<file path="src/rtl/booth_divide_if.sv">
// Start/busy/done handshake and operand/result bundle for the booth_divide sequential divider.
// The master drives the request and operands; the slave returns the status and results.
interface booth_divide_if #(
    parameter int M_bits = 12,
    parameter int N_bits = 8
);
    logic                       start;
    logic [M_bits+N_bits-1:0]   dvd;
    logic [M_bits-1:0]          dvs;
    logic                       busy;
    logic                       done;
    logic [N_bits-1:0]          quo;
    logic [M_bits-1:0]          rem;
    logic                       div_by_zero;
    logic                       overflow;

    modport master (
        output start, dvd, dvs,
        input  busy, done, quo, rem, div_by_zero, overflow
    );

    modport slave (
        input  start, dvd, dvs,
        output busy, done, quo, rem, div_by_zero, overflow
    );
endinterface

</file>
<file path="src/rtl/booth_divide.sv">
// Sequential signed restoring divider: recovers the N_bits multiplier from an
// (M_bits+N_bits) product and the M_bits multiplicand, with saturation and divide-by-zero flags.
module booth_divide #(
    parameter int M_bits = 12,
    parameter int N_bits = 8
) (
    input  logic          clk,
    input  logic          rst_n,
    booth_divide_if.slave bus
);
    localparam int            W       = M_bits + N_bits;
    localparam int            CW      = $clog2(W);
    localparam logic [CW-1:0] LAST    = CW'(W - 1);
    localparam logic [W-1:0]  NEG_LIM = W'(1) << (N_bits - 1);
    localparam logic [W-1:0]  POS_LIM = NEG_LIM - W'(1);

    typedef enum logic [1:0] {IDLE, ITER, FIX, DONE} state_t;

    state_t              state;
    logic [CW-1:0]       cnt;
    logic                zero_q;
    logic                busy_q;
    logic                done_q;
    logic                dbz_q;
    logic                ovf_q;
    logic [N_bits-1:0]   quo_q;
    logic [M_bits-1:0]   rem_q;

    logic [W-1:0]        qsh;
    logic [M_bits:0]     pr;
    logic [M_bits-1:0]   dvs_mag;
    logic                sign_q;
    logic                sign_r;

    logic signed [W-1:0]      dvd_s;
    logic signed [M_bits-1:0] dvs_s;
    logic [W-1:0]             dvd_abs;
    logic [M_bits-1:0]        dvs_abs;
    logic [M_bits:0]          trial;
    logic [M_bits:0]          diff;
    logic                     fits;

    // Magnitudes are unsigned, so the most negative operand maps to 2^(width-1).
    assign dvd_s   = bus.dvd;
    assign dvs_s   = bus.dvs;
    assign dvd_abs = dvd_s[W-1] ? $unsigned(-dvd_s) : $unsigned(dvd_s);
    assign dvs_abs = dvs_s[M_bits-1] ? $unsigned(-dvs_s) : $unsigned(dvs_s);

    assign trial = {pr[M_bits-1:0], qsh[W-1]};
    assign fits  = trial >= {1'b0, dvs_mag};
    assign diff  = trial - {1'b0, dvs_mag};

    // Returns {overflow, quotient}; saturates to the signed N_bits limits.
    function automatic logic [N_bits:0] sat_quo(input logic [W-1:0] mag, input logic neg);
        logic [N_bits-1:0] lo;
        lo = mag[N_bits-1:0];
        if (neg) begin
            if (mag > NEG_LIM) return {1'b1, 1'b1, {(N_bits-1){1'b0}}};
            return {1'b0, -lo};
        end
        if (mag > POS_LIM) return {1'b1, 1'b0, {(N_bits-1){1'b1}}};
        return {1'b0, lo};
    endfunction

    function automatic logic [M_bits-1:0] apply_sign(input logic [M_bits-1:0] mag, input logic neg);
        return neg ? -mag : mag;
    endfunction

    always_ff @(posedge clk or negedge rst_n) begin
        if (!rst_n) begin
            state  <= IDLE;
            cnt    <= '0;
            zero_q <= 1'b0;
            busy_q <= 1'b0;
            done_q <= 1'b0;
            dbz_q  <= 1'b0;
            ovf_q  <= 1'b0;
            quo_q  <= '0;
            rem_q  <= '0;
        end else begin
            done_q <= 1'b0;
            case (state)
                IDLE: begin
                    if (bus.start) begin
                        busy_q <= 1'b1;
                        dbz_q  <= 1'b0;
                        ovf_q  <= 1'b0;
                        cnt    <= '0;
                        zero_q <= (bus.dvs == '0);
                        state  <= (bus.dvs == '0) ? FIX : ITER;
                    end
                end
                ITER: begin
                    cnt <= cnt + 1'b1;
                    if (cnt == LAST) state <= FIX;
                end
                FIX: begin
                    if (zero_q) begin
                        dbz_q <= 1'b1;
                        quo_q <= '0;
                        rem_q <= '0;
                    end else begin
                        {ovf_q, quo_q} <= sat_quo(qsh, sign_q);
                        rem_q          <= apply_sign(pr[M_bits-1:0], sign_r);
                    end
                    state <= DONE;
                end
                DONE: begin
                    done_q <= 1'b1;
                    busy_q <= 1'b0;
                    state  <= IDLE;
                end
                default: state <= IDLE;
            endcase
        end
    end

    // Datapath: dividend shifts out MSB-first while quotient bits shift in at the LSB.
    always_ff @(posedge clk) begin
        if (state == IDLE && bus.start) begin
            qsh     <= dvd_abs;
            pr      <= '0;
            dvs_mag <= dvs_abs;
            sign_q  <= dvd_s[W-1] ^ dvs_s[M_bits-1];
            sign_r  <= dvd_s[W-1];
        end else if (state == ITER) begin
            qsh <= {qsh[W-2:0], fits};
            pr  <= fits ? diff : trial;
        end
    end

    assign bus.busy        = busy_q;
    assign bus.done        = done_q;
    assign bus.quo         = quo_q;
    assign bus.rem         = rem_q;
    assign bus.div_by_zero = dbz_q;
    assign bus.overflow    = ovf_q;
endmodule

</file>
<file path="src/flat_wrapper.sv">
// flat-port wrapper written by rule: the top's interface ports become plain ports
module booth_divide_flat 
#(
    parameter int M_bits = 12,
    parameter int N_bits = 8
)
  (clk, rst_n, bus_start, bus_dvd, bus_dvs, bus_busy, bus_done, bus_quo, bus_rem, bus_div_by_zero, bus_overflow);
  booth_divide_if #(.M_bits(M_bits), .N_bits(N_bits)) bus_i ();
  input  logic clk;
  input  logic rst_n;
  input wire logic [$bits(bus_i.start)-1:0] bus_start;
  input wire logic [$bits(bus_i.dvd)-1:0] bus_dvd;
  input wire logic [$bits(bus_i.dvs)-1:0] bus_dvs;
  output wire logic [$bits(bus_i.busy)-1:0] bus_busy;
  output wire logic [$bits(bus_i.done)-1:0] bus_done;
  output wire logic [$bits(bus_i.quo)-1:0] bus_quo;
  output wire logic [$bits(bus_i.rem)-1:0] bus_rem;
  output wire logic [$bits(bus_i.div_by_zero)-1:0] bus_div_by_zero;
  output wire logic [$bits(bus_i.overflow)-1:0] bus_overflow;
  assign bus_i.start = bus_start;
  assign bus_i.dvd = bus_dvd;
  assign bus_i.dvs = bus_dvs;
  assign bus_busy = bus_i.busy;
  assign bus_done = bus_i.done;
  assign bus_quo = bus_i.quo;
  assign bus_rem = bus_i.rem;
  assign bus_div_by_zero = bus_i.div_by_zero;
  assign bus_overflow = bus_i.overflow;
  booth_divide #(.M_bits(M_bits), .N_bits(N_bits)) u_core (.clk(clk), .rst_n(rst_n), .bus(bus_i));
endmodule
</file>
<file path="config.mk">
export PLATFORM = sky130hd
export DESIGN_NAME = booth_divide_flat
export DESIGN_NICKNAME = d
export VERILOG_FILES = /design/src/rtl/booth_divide_if.sv /design/src/rtl/booth_divide.sv /design/src/flat_wrapper.sv
export SDC_FILE = /design/constraint.sdc
export NUM_CORES = 1
export LEC_CHECK = 0
export CORE_MARGIN = 2
export CORE_UTILIZATION = 62
export CTS_BUF_LIST = sky130_fd_sc_hd__clkbuf_8
export CTS_CLUSTER_SIZE = 24
export DETAILED_ROUTE_END_ITERATION = 10
export HOLD_SLACK_MARGIN = 0.12
export PLACE_DENSITY = 0.9
export SKIP_LAST_GASP = 1
export SLEW_MARGIN = 20
export SYNTH_ARGS = -nofsm -noshare
export SYNTH_HDL_FRONTEND = slang
export SYNTH_SLANG_ARGS = --single-unit
</file>
<file path="constraint.sdc">
create_clock -name clk -period 4.37 [get_ports clk]
set_clock_uncertainty 0.15 [all_clocks]
set_input_delay 0.437 -clock clk [delete_from_list [all_inputs] [get_ports clk]]
set_output_delay 0.437 -clock clk [all_outputs]
set_load 0.05 [all_outputs]
</file>
==> flow_metrics.py, run 1 <==
metrics = {
    "synth": {
        "synth_fp_nets": 579,
        "post-synth-top-count-cell": "nand2_1",
        "synth_cell_type_count": 57,
        "count_of_flip_flops_with_a_built_in_enable_after_synthesis": 34,
        "dominantRegCellSynth": "edfxtp_1",
        "post_synth_inst_count": 522,
        "synth_top_cell_area_share_pct": 21.3,
        "post_synth_most_frequent_cells": "63 x nand2_1, 52 x o21ai_0, 46 x inv_1, 34 x edfxtp_1",
        "netlist.top_cell.by_area": "edfxtp_1",
        "postSynth.asyncResetShare_pct": 41.0,
        "syn_area_per_cell_um2": 9.17,
        "synth_seq_cells": 78,
        "synth_sequential_area_ratio_pct": 43.1,
        "synth.top_cells.by_area": "edfxtp_1 21%, dfrtp_1 17%, xor2_1 5.9%, ha_1 5.5%, o21ai_0 5.4%",
        "synth.cell_area_um2": 4790,
        "yosys_warnings": 0,
    },
    "floorplan": {
        "die_area_um2": 8440,
        "effective_utilization_at_floorplan_pct": 62.9,
        "die_w_um": 91.9,
        "die-height_um": 91.9,
        "core_area_um2": 7610,
        "floorplan.io_pins": 59,
        "num_rows": 32,
    },
    "timing": {
        "tightestPinTransition_ps": 928,
        "time_the_worst_path_needs_with_i_o_delays_and_setup_ps": 3010,
        "finalSetupViolations": 0,
        "final-hold-violation-count": 0,
        "grt_setup_unrepaired": "false",
        "finalMaxSlewViolations": 0,
        "final.period_utilization_pct": 69.0,
        "fmax_ghz": 0.332,
        "totalNegativeSetupSlack_ps": 0,
        "final_critical_path_setup_slack_ps": 1360,
        "maxSlewHeadroom_pct": 38.1,
    },
    "placed_design": {
        "place.port_buffers": 58,
        "postPlaceCellArea_um2": 5430,
        "dpl_worst_slack_ps": 1320,
        "gp_routability_congestion": 0.919,
        "inst_count_dp": 663,
        "hpwlAfterDp_um": 7850,
    },
    "pwr": {
        "power.sequential.fraction_pct": 33.6,
        "switchingPower_mw": 1.97,
        "power.density_cell_area_nw_per_um2": 764,
        "internal_power_mw": 2.35,
        "power_leakage_nw": 2.36,
        "ir_worst_vdd_mv": 0.329,
        "power.combinational.fraction_pct": 52.3,
        "totalPowerFinal_mw": 4.32,
        "switching_part_of_the_total_pct": 45.6,
        "clock_power_share_pct": 14.1,
    },
    "worst_setup_path": {
        "timing.critical_path.to_type": "flip-flop",
        "rr_worst_depth": 10,
        "timing.critical_path.required_ps": 4460,
        "setup.reg_to_reg.worst_slack_ps": 1360,
        "startpoint_type": "flip-flop",
        "timing.critical_path.arrival_ps": 3110,
        "regToRegEndpoint": "u_core.pr[8]$_SDFFE_PP0P_",
        "launch_instance_of_the_worst_register_to_register_path": "u_core.qsh[19]$_DFFE_PP_",
        "critPathKind": "flip-flop to flip-flop",
        "worstPathMaxFanout": 3,
    },
    "clock_tree": {
        "tritoncts_num_sinks": 78,
        "clkLatencyLatePin_ps": 350,
        "numCtsBuffers": 9,
        "htree_levels": 3,
        "buffer_levels_on_the_longest_clock_path": 2,
        "tritoncts": "done",
        "cts.repair_timing.setup_buffer_count": 0,
        "clock-root-buffer": "clkbuf_8",
        "clock_slew_seen_by_the_registers_of_the_worst_setup_and_hold_paths_ps": 90,
        "postCtsResizedCells": 0,
        "post_cts_hold_buffer_count": 0,
    },
    "grt": {
        "antenna_found_initial": 0,
        "grt_start_max_net_pins": 35,
        "gr-usage-all-layers_pct": 27.0,
        "vias_in_the_first_global_route": 3977,
        "grt_remaining_overflow": 0,
        "grt_first_pass_wirelength_um": 18300,
    },
    "final_layout": {
        "finish.net_count": 629,
        "fillcell_total": 523,
        "antenna_cells": 0,
        "finish.instance_area_um2": 5650,
        "finalNonFillerCells": 679,
        "areaGrowthSynthToFinish_pct": 18.1,
        "layout.area.seq_um2": 2060,
        "drive_above_1_share_pct": 5.03,
        "multi_input_combinational_cell_area_um2": 2470,
    },
    "hold_path": {
        "min-delay-path-class": "input port to async pin",
    },
    "drt": {
        "drt-total-wl_um": 11000,
        "detail_route.first_pass.iterations": 4,
        "route.vias.total": 4089,
        "drt-wirelength-per-cell_um": 16.3,
        "drcViolationCount": 0,
        "drt.antenna.violating_nets": 0,
        "vias_per_cell": 6.02,
        "detail_route.iter0.violations": 199,
    },
    "flow_run": {
        "maxCapViolCount": 0,
    },
    "run_status": {
        "outcome": "finished, final reports clean",
    },
}
-- kinds of logic (layout without fill, tap and decap cells) --
group | Yosys count | in the layout | synth area share, %
and+or+nand+nor | 154 | 154 | 15.4
AOI/OAI and AO/OA | 138 | 138 | 18.4
DFF | 78 | 78 | 43.1
buffers and inverters | 68 | 123 | 5.38
xor gates and xnor gates | 51 | 51 | 9.33
adders and majority gates | 22 | 22 | 5.91
muxes | 11 | 11 | 2.51
-- layout by cell type (no fill, tap or decap), types with 5 or more instances in the layout --
master and n:
o22ai_1 16, clkbuf_8 10, nand3_1 10, nor4_1 7
a31oi_1 8, o31ai_1 10, clkdlybuf4s50_1 58, edfxtp_1 34
nand4_1 6, xnor2_1 19, nand2b_1 6, o41ai_1 6
ha_1 21, inv_1 46, dfrtp_1 32, xor2_1 32
mux2i_1 6, a21oi_1 16, o21ai_0 52, nor2b_1 6
a21o_1 6, nor2_1 32, nand3b_1 5, dfxtp_1 12
nand2_1 63
-- registers in the layout, indices dropped and copies added, names as in the netlist, 2 cells and up --
signal and flops:
u_core.bus.rem 12, u_core.pr 12, u_core.bus.quo 8, u_core.qsh 20
u_core.dvs_mag 12, u_core.cnt 5, u_core.state 2
-- worst max-delay path: stages (launching register included) --
cell and delay, ps:
edfxtp_1 420, inv_1 80, ha_1 170, inv_1 70, fa_1 430, a211oi_1 330
o21bai_1 190, a2111oi_0 570, a21oi_1 130, xor2_1 180, a21o_1 190
-- worst max-delay path by stage --
stage | depth (start not counted) | end | startpoint
2_1_floorplan | 10 | u_core.pr[8]$_SDFFE_PP0P_ | u_core.qsh[19]$_DFFE_PP_
3_3_place_gp | 3 | u_core.qsh[15]$_DFFE_PP_ | bus_start
3_5_place_dp | 3 | u_core.qsh[15]$_DFFE_PP_ | bus_start
4_1_cts | 4 | u_core.qsh[16]$_DFFE_PP_ | u_core.state[0]$_DFFE_PN0P_
5_1_grt | 4 | u_core.qsh[16]$_DFFE_PP_ | u_core.state[1]$_DFFE_PN0P_
6_report | 10 | u_core.pr[8]$_SDFFE_PP0P_ | u_core.qsh[19]$_DFFE_PP_
-- through the flow --
stage               hold slack, ps  utilization, %
finish                         347            74.3
global route                   383            74.3
CTS                            359            74.3
detailed placement             358            71.4
global placement               343            71.4
floorplan                    -8.59               -
-- area by class of cell --
| class | count | area share (%) |
|---|---|---|
| timing repair buffer | 61 | 10.7 |
| sequential | 78 | 36.5 |
| clock inverter | 6 | 1.46 |
| inverter | 46 | 3.05 |
| tap | 102 | 2.26 |
| clock buffer | 10 | 2.43 |
| multi-input combinational | 376 | 43.6 |
-- per-layer routing --
metal | part of all wire [%] | track usage (%)
met1 | 42 | 33.8
met2 | 51 | 46.6
met3 | 4.0 | 3.29
met4 | 3.0 | 12.7
met5 | 0 | 0
-- power by group through the flow --
stage	registers [mW]	logic [mW]	clock network, mW
final	1.45	2.26	0.609
after global routing	1.49	2.46	0.636
after CTS	1.45	2.24	0.604
after detailed placement	1.46	2.20	0
after global placement	1.43	2.11	0
after floorplan	1.72	1.32	0
(Power assumes the default switching activity.)
==> inputs of run 2 (changes only) <==
CORE_UTILIZATION = 58   (was 62)
PLACE_DENSITY = 0.85   (was 0.9)
clock period = 2.9 ns   (was 4.37 ns; I/O delays follow)
==> run 2 against run 1 <==
Cell area increased by 1.4%. Final cell count rose by 2.1%. Via count is 2.1% lower. Core utilization shrank 3.5 points. Clock-buffer cell count did not move. Critical endpoint is now u_core.pr[11]$_SDFFE_PP0P_. Largest cell class unchanged.
==> flow_metrics.py, run 2 (same netlist as run 1, synthesis figures left out) <==
metrics = {
    "clock_tree": {
        "post_cts_hold_buffer_count": 0,
        "buffer_levels_on_the_longest_clock_path": 2,
        "clock-root-buffer": "clkbuf_8",
        "htree_levels": 3,
        "numCtsBuffers": 9,
        "cts.repair_timing.setup_buffer_count": 0,
        "postCtsResizedCells": 0,
        "tritoncts": "done",
        "tritoncts_num_sinks": 78,
        "clkLatencyLatePin_ps": 370,
        "clock_slew_seen_by_the_registers_of_the_worst_setup_and_hold_paths_ps": 90,
    },
    "grt": {
        "grt_remaining_overflow": 0,
        "gr-usage-all-layers_pct": 24.7,
        "antenna_found_initial": 0,
        "vias_in_the_first_global_route": 3841,
        "grt_start_max_net_pins": 34,
        "grt_first_pass_wirelength_um": 17200,
    },
    "hold_path": {
        "min-delay-path-class": "input port to async pin",
    },
    "drt": {
        "route.vias.total": 4002,
        "vias_per_cell": 5.77,
        "detail_route.first_pass.iterations": 4,
        "drcViolationCount": 0,
        "drt-total-wl_um": 10400,
        "detail_route.iter0.violations": 166,
        "drt.antenna.violating_nets": 0,
        "drt-wirelength-per-cell_um": 15.0,
    },
    "final_layout": {
        "commonest_non_fill_non_tap_cell_in_the_layout": "nand2_1",
        "number_of_flip_flops_under_the_largest_register_name": 20,
        "antenna_cells": 0,
        "finish.net_count": 640,
        "layout_common_cells": "63 x nand2_1, 58 x clkdlybuf4s50_1, 52 x o21ai_0",
        "drive_above_1_share_pct": 6.97,
        "top_register": "u_core.qsh",
        "areaGrowthSynthToFinish_pct": 19.8,
    },
    "timing": {
        "totalNegativeSetupSlack_ps": 0,
        "tightestPinTransition_ps": 666,
        "final.period_utilization_pct": 95.9,
        "final-hold-violation-count": 0,
        "fmax_ghz": 0.360,
        "finalMaxSlewViolations": 0,
        "time_the_worst_path_needs_with_i_o_delays_and_setup_ps": 2780,
        "finalSetupViolations": 0,
        "grt_setup_unrepaired": "false",
        "maxSlewHeadroom_pct": 55.5,
    },
    "worst_setup_path": {
        "timing.critical_path.required_ps": 3010,
        "startpoint_type": "flip-flop",
        "timing.critical_path.arrival_ps": 2890,
        "critPathKind": "flip-flop to flip-flop",
        "rr_worst_depth": 8,
        "launch_instance_of_the_worst_register_to_register_path": "u_core.dvs_mag[7]$_DFFE_PP_",
        "regToRegEndpoint": "u_core.pr[11]$_SDFFE_PP0P_",
        "setup.reg_to_reg.worst_slack_ps": 120,
        "worstPathMaxFanout": 13,
        "timing.critical_path.to_type": "flip-flop",
    },
    "pwr": {
        "totalPowerFinal_mw": 6.50,
        "power_leakage_nw": 2.41,
        "ir_worst_vdd_mv": 0.477,
        "power.density_cell_area_nw_per_um2": 1130,
    },
    "floorplan": {
        "core_area_um2": 8090,
        "die_area_um2": 9000,
        "num_rows": 33,
        "die_w_um": 94.9,
        "effective_utilization_at_floorplan_pct": 59.2,
        "die-height_um": 94.9,
        "floorplan.io_pins": 59,
    },
    "placed_design": {
        "place.port_buffers": 58,
        "gp_routability_congestion": 0.909,
        "hpwlAfterDp_um": 7810,
    },
    "flow_run": {
        "maxCapViolCount": 0,
    },
    "run_status": {
        "outcome": "finished, final reports clean",
    },
}
-- run 2: worst max-delay path by stage --
stage	from	endpoint	slack, ps	depth (start not counted)
2_1_floorplan	u_core.qsh[19]$_DFFE_PP_	u_core.pr[8]$_SDFFE_PP0P_	400	10
3_3_place_gp	u_core.qsh[19]$_DFFE_PP_	u_core.pr[8]$_SDFFE_PP0P_	260	10
3_5_place_dp	u_core.dvs_mag[7]$_DFFE_PP_	u_core.pr[11]$_SDFFE_PP0P_	150	8
4_1_cts	u_core.dvs_mag[7]$_DFFE_PP_	u_core.pr[11]$_SDFFE_PP0P_	130	8
5_1_grt	u_core.dvs_mag[7]$_DFFE_PP_	u_core.pr[11]$_SDFFE_PP0P_	8	8
6_report	u_core.dvs_mag[7]$_DFFE_PP_	u_core.pr[11]$_SDFFE_PP0P_	120	8
-- run 2: where the power goes --
group	internal (mW)	switching, mW
combinational	1.39	2.13
clock	0.427	0.426
sequential	1.74	0.391
-- run 2: critical path: stages (launching register included) --
cell and delay, ps:
edfxtp_1 340, inv_1 40, ha_1 350, o21ai_0 310, o21bai_1 170, a2111o_1 480
or2_1 390, and3_1 270, a21o_1 180
-- run 2: layer usage --
layer / vias to the layer above / share of wire, % / GRT usage [%]
met1: 1892 / 41 / 29.1
met4: 0 / 2.9 / 12.9
met2: 92 / 52 / 43.2
li1: 1993 / - / -
met5: - / 0 / 0
met3: 25 / 3.5 / 3.99
-- run 2: layout make-up --
cell class,instances,area [um^2]
Sequential cell,78,2060
Multi-Input combinational cell,376,2470
Fill cell,631,2360
Timing Repair Buffer,72,686
Tap cell,105,131
Inverter,46,173
Clock buffer,10,138
Clock inverter,6,70.1
-- run 2: stage by stage --
stage / utilization [%] / hold WS (ps) / setup slack [ps] / cells / instance area, um^2
floorplan: - / -156 / 404 / 522 / 4790
global placement: 68.2 / 343 / 257 / 677 / 5520
detailed placement: 68.2 / 353 / 151 / 677 / 5520
CTS: 70.8 / 167 / 133 / 693 / 5730
global route: 70.8 / 201 / 7.58 / 693 / 5730
finish: 70.8 / 162 / 119 / 693 / 5730
